--- config.mk ---
export PLATFORM = sky130hd
export DESIGN_NAME = operand_stage
export DESIGN_NICKNAME = d
export VERILOG_FILES = /design/src/rtl/cpu_pkg.sv /design/src/rtl/operand_bypass.sv /design/src/rtl/operand_stage.sv
export SDC_FILE = /design/constraint.sdc
export NUM_CORES = 1
export LEC_CHECK = 0
export BUFFER_PORTS_ARGS = -buffer_cell sky130_fd_sc_hd__buf_2
export CORE_MARGIN = 2
export CORE_UTILIZATION = 46
export CTS_CLUSTER_SIZE = 28
export DETAILED_ROUTE_END_ITERATION = 7
export PLACE_DENSITY = 0.78
export SYNTH_ARGS = -nofsm -noshare
export SYNTH_HDL_FRONTEND = slang
export SYNTH_SLANG_ARGS = --single-unit
--- constraint.sdc ---
create_clock -name clock -period 4.6 [get_ports clock]
set_clock_uncertainty 0.1 [all_clocks]
set_input_delay 0.69 -clock clock [delete_from_list [all_inputs] [get_ports clock]]
set_output_delay 0.69 -clock clock [all_outputs]
set_load 0.01 [all_outputs]
--- src/rtl/cpu_pkg.sv ---
// Shared CPU definitions: operand-stage FSM encoding and the hard-wired zero register index.
package cpu_pkg;

    typedef enum logic [1:0] {
        IDLE = 2'd0,
        READ = 2'd1,
        HOLD = 2'd2
    } stage_state_t;

    localparam logic [4:0] REG_ZERO = 5'd0;

endpackage

--- src/rtl/operand_bypass.sv ---
// Per-operand source select: x0 reads as zero, a matching writeback wins over register-file data.
module operand_bypass
    import cpu_pkg::*;
#(
    parameter int WORD_SIZE = 32
) (
    input  logic [4:0]           rs,
    input  logic [WORD_SIZE-1:0] rf_data,
    input  logic                 wb_valid,
    input  logic [4:0]           wb_addr,
    input  logic [WORD_SIZE-1:0] wb_data,
    output logic [WORD_SIZE-1:0] operand
);

    // The zero test comes first, so a write aimed at x0 can never leak through.
    always_comb begin
        if (rs == REG_ZERO) begin
            operand = '0;
        end else if (wb_valid && (wb_addr == rs)) begin
            operand = wb_data;
        end else begin
            operand = rf_data;
        end
    end

endmodule

--- src/rtl/operand_stage.sv ---
// Operand fetch stage: captures a decoded instruction, reads the register file with
// writeback bypass, and presents operands to execute over a valid/ready handshake.
//
// state | meaning
// IDLE  | empty, ready for a new instruction
// READ  | register-file data arriving, operands resolved and registered this cycle
// HOLD  | operands presented to execute, waiting for out_ready
module operand_stage
    import cpu_pkg::*;
#(
    parameter int WORD_SIZE = 32,
    parameter int CTRL_W    = 8
) (
    input  logic                 clock,
    input  logic                 reset,
    input  logic                 in_valid,
    output logic                 in_ready,
    input  logic [4:0]           in_rs1,
    input  logic [4:0]           in_rs2,
    input  logic [4:0]           in_rd,
    input  logic [WORD_SIZE-1:0] in_imm,
    input  logic [CTRL_W-1:0]    in_ctrl,
    output logic [4:0]           rf_read_addr1,
    output logic [4:0]           rf_read_addr2,
    input  logic [WORD_SIZE-1:0] rf_read_data1,
    input  logic [WORD_SIZE-1:0] rf_read_data2,
    input  logic                 wb_valid,
    input  logic [4:0]           wb_addr,
    input  logic [WORD_SIZE-1:0] wb_data,
    input  logic                 flush,
    output logic                 out_valid,
    input  logic                 out_ready,
    output logic [WORD_SIZE-1:0] out_rs1_data,
    output logic [WORD_SIZE-1:0] out_rs2_data,
    output logic [4:0]           out_rd,
    output logic [WORD_SIZE-1:0] out_imm,
    output logic [CTRL_W-1:0]    out_ctrl
);

    stage_state_t state_q, state_d;

    logic                 accept;
    logic                 capture;
    logic                 load_ops;
    logic [4:0]           rs1_q, rs2_q, rd_q;
    logic [WORD_SIZE-1:0] imm_q;
    logic [CTRL_W-1:0]    ctrl_q;
    logic [WORD_SIZE-1:0] op1_q, op2_q;
    logic [WORD_SIZE-1:0] src1, src2;
    logic [WORD_SIZE-1:0] byp1, byp2;

    always_ff @(posedge clock or posedge reset) begin
        if (reset) begin
            state_q <= IDLE;
        end else begin
            state_q <= state_d;
        end
    end

    always_comb begin
        state_d = state_q;
        if (flush) begin
            state_d = IDLE;
        end else begin
            case (state_q)
                IDLE:    if (accept) state_d = READ;
                READ:    state_d = HOLD;
                HOLD:    if (out_ready) state_d = accept ? READ : IDLE;
                default: state_d = IDLE;
            endcase
        end
    end

    // A flush cycle leaves in_ready untouched but blocks the capture.
    always_comb begin
        in_ready  = (state_q == IDLE) || ((state_q == HOLD) && out_ready);
        out_valid = (state_q == HOLD);
        accept    = in_valid && in_ready;
        capture   = accept && !flush;
        load_ops  = !flush && ((state_q == READ) || ((state_q == HOLD) && !out_ready));
    end

    assign rf_read_addr1 = accept ? in_rs1 : rs1_q;
    assign rf_read_addr2 = accept ? in_rs2 : rs2_q;

    // While stalled in HOLD the held operand is fed back through the bypass,
    // so a late writeback to the same register refreshes it.
    assign src1 = (state_q == READ) ? rf_read_data1 : op1_q;
    assign src2 = (state_q == READ) ? rf_read_data2 : op2_q;

    operand_bypass #(.WORD_SIZE(WORD_SIZE)) u_bypass1 (
        .rs       (rs1_q),
        .rf_data  (src1),
        .wb_valid (wb_valid),
        .wb_addr  (wb_addr),
        .wb_data  (wb_data),
        .operand  (byp1)
    );

    operand_bypass #(.WORD_SIZE(WORD_SIZE)) u_bypass2 (
        .rs       (rs2_q),
        .rf_data  (src2),
        .wb_valid (wb_valid),
        .wb_addr  (wb_addr),
        .wb_data  (wb_data),
        .operand  (byp2)
    );

    always_ff @(posedge clock or posedge reset) begin
        if (reset) begin
            rs1_q  <= '0;
            rs2_q  <= '0;
            rd_q   <= '0;
            imm_q  <= '0;
            ctrl_q <= '0;
            op1_q  <= '0;
            op2_q  <= '0;
        end else begin
            if (capture) begin
                rs1_q  <= in_rs1;
                rs2_q  <= in_rs2;
                rd_q   <= in_rd;
                imm_q  <= in_imm;
                ctrl_q <= in_ctrl;
            end
            if (load_ops) begin
                op1_q <= byp1;
                op2_q <= byp2;
            end
        end
    end

    assign out_rs1_data = op1_q;
    assign out_rs2_data = op2_q;
    assign out_rd       = rd_q;
    assign out_imm      = imm_q;
    assign out_ctrl     = ctrl_q;

endmodule
==> results by group <==
Drt
  • DRT Wirelength: around 16 mm
  • Drt drc: 0
  • Vias: roughly 4.3k
  • Antenna Nets Post-Route: 0
  • Wire per inst: slightly below 20 um
  • TritonRoute pass-1 iters: 4
  • Drt via density: 5.288
  • Initial DRC count: ~140

Cells and area
  • Final net count: 817
  • Commonest non-fill, non-tap cell in the layout: buf_2
  • Most frequent cells in the layout: 282 x buf_2, 121 x dfrtp_1, 64 x mux2i_1, 37 x mux2_2, 34 x o2bb2ai_1
  • Post-Layout Cell Count: about 820
  • Area Overhead vs Synth: 37.41%
  • Share of layout cells above drive strength 1: 0.5928

GRT
  • Initial antenna violation count: 3
  • Tot GR Track Use: 0.2439
  • Largest net degree at the start of global routing: slightly above 80
  • Total congestion overflow: 0
  • Vias in the first global route: ~4.8k
  • First-pass GRT wire length: 24.36 mm

Clock network
  • Clock sink count: 121
  • Hold-fix buffers, CTS: 0
  • Worst-path clk slew: 0.05 ns
  • Max clock buf depth: 2
  • CTS tree: done
  • CTS Buf Count: 17
  • H-tree Lvls: 4
  • Clock latency on the worst-skew pair: 0.41 ns
  • Root Driver: clkbuf_16
  • Post-CTS Setup Bufs: 0
  • CTS resizes: 0

Setup path
  • Slowest CP cell: and2_1
  • Crit. End Element: output port
  • Reg-to-reg slack, setup: ~2.0 ns
  • Crit path DAT: between 2 and 2.5 ns
  • Crit-path cells: buf_2, inv_1, a21oi_1, and2_1, mux2_2, buf_2
  • Most used cell, CP: buf_2
  • CP Launch Type: primary input
  • CP Max Fanout: 11
  • WP buf/inv: 3
  • Critical path class: primary input to output port
  • Largest stage delay on the critical path: between 0.4 and 0.5 ns
  • WP data required: ~3.8 ns
  • CP top delay family: simple AND/OR/NAND/NOR gates

Synth
  • Synthesized net count: approximately 530
  • Ys async rst share: 1.000
  • Yosys reg bits: 121
  • Post-synth EDFFs: 0
  • Synth top area share: 0.5366
  • Cell count after synthesis: 372
  • Cell variety after synth: 28
  • Mean Syn Cell Area: ~15 um2
  • Seq/Total Area, Yosys: 0.5366
  • Synth Warn #: 0
  • Top FF cell, synth: dfrtp_1
  • Dominant cell type by area after synthesis: dfrtp_1
  • Synth top area cells: dfrtp_1 54%, mux2i_1 11%, o2bb2ai_2 8.0%
  • Cell area after synthesis: 5643 um2

Floorplan
  • Die H: roughly 110 um
  • Initial Utilization: 0.4698
  • DIE WIDTH: about 110 um
  • Rows: 40
  • Die area: approximately 13000 um2
  • # IOs: between 200 and 300
  • Core ar.: 12010 um2

Placement
  • IO Port Bufs: between 200 and 300
  • Placed Cells: slightly below 800
  • Final HPWL DP: roughly 11 mm
  • GP Congestion: ~0.77

Power and ir drop
  • Power Dens Cells: ~500 nW/um2
  • Peak VDD IR: 0.2942 mV
  • Pleak: about 3.6 nW

STA
  • Period minus WS final: 2.809 ns
  • FMAX: 356.0 MHz
  • RSZ-0062 raised after global routing: no
  • Final Hold Viols: 0
  • Final Setup Violations: 0
  • Max_slew headroom: 0.3478
  • Slew Viols, Final: 0
  • Fin crit share: 0.6107
  • Least-Margin Pin Slew: 0.9783 ns
  • Fin Setup TNS: 0 ns

Status
  • Status: finished, final reports clean

Hold path
  • Worst min path class: register to register

Job
  • # Max-Cap Violations: 0
==> per-stage QoR <==
stage | total power [mW] | hold slack, ns | area [um2] | worst slack (ns) | utilization
floorplan | 2.102 | 0.4219 | 5643 | 0.5958 | -
global placement | 2.555 | 0.3644 | 7119 | 1.672 | 0.5927
detailed placement | 2.588 | 0.3704 | 7119 | 1.578 | 0.5927
CTS | 4.027 | 0.3765 | 7751 | 1.799 | 0.6453
global route | 4.180 | 0.3819 | 7754 | 1.698 | 0.6455
finish | 3.989 | 0.3825 | 7754 | 1.791 | 0.6455
==> layout make-up <==
class                      instances  area, um2
fill                             921       4258
sequential                       121       3028
multi-input combinational        223       2414
timing repair buffer             290       1484
clock buffer                      24      491.7
tap                              147      183.9
clock inverter                     8      140.1
inverter                           2      10.01
antenna                            1      2.502
==> routing by layer <==
layer,vias to the layer above,wire (um),track usage
met2,200,8178,0.4343
li1,1977,-,-
met1,2100,5974,0.2632
met4,4,434,0.1100
met5,-,21,0
met3,34,1181,0.08276
==> final timing paths <==
| kind | cells after the start | startpoint | to |
|---|---|---|---|
| max | 6 | out_ready | rf_read_addr1[3] |
| min | 1 | out_imm[21] | out_imm[21] |
| max reg2reg | 5 | state_q[0] | out_imm[18] |
| min reg2reg | 1 | out_imm[21] | out_imm[21] |
| max in group asynchronous | 3 | reset | out_rs2_data[27] |
| min in group asynchronous | 2 | reset | out_rs1_data[7] |
==> kinds of logic after synthesis <==
logic type / Yosys count / share of synthesized area
compound gates: 69 / 0.1483
xor+xnor: 10 / 0.01552
buf+inv: 28 / 0.03725
flops: 121 / 0.5366
mux: 129 / 0.2432
simple gates: 15 / 0.01907
==> cells in the mapped netlist (2+ instances only) <==
cell type / number
o31ai_4: 2
nor2b_1: 2
o2bb2ai_1: 34
buf_4: 11
dfrtp_1: 121
xor2_1: 6
buf_2: 6
mux2_2: 37
mux2i_1: 64
o2bb2ai_2: 30
or4_1: 2
nor2_1: 3
inv_1: 2
clkbuf_4: 3
xnor2_1: 4
buf_6: 6
mux2_1: 28
==> state kept, by name (all words and copies together) (netlist names) <==
signal        flops
state_q           2
rs1_q             5
out_ctrl          8
out_rs2_data     32
out_imm          32
out_rd            5
out_rs1_data     32
rs2_q             5
==> power breakdown <==
part           switching [mW]  internal [mW]  total (mW)  leakage [nW]
clock                   0.452          0.960        1.41         0.314
sequential              0.204           1.35        1.56          1.51
combinational           0.475          0.542        1.02          1.82
No activity file was read; power rests on OpenSTA's default activity.
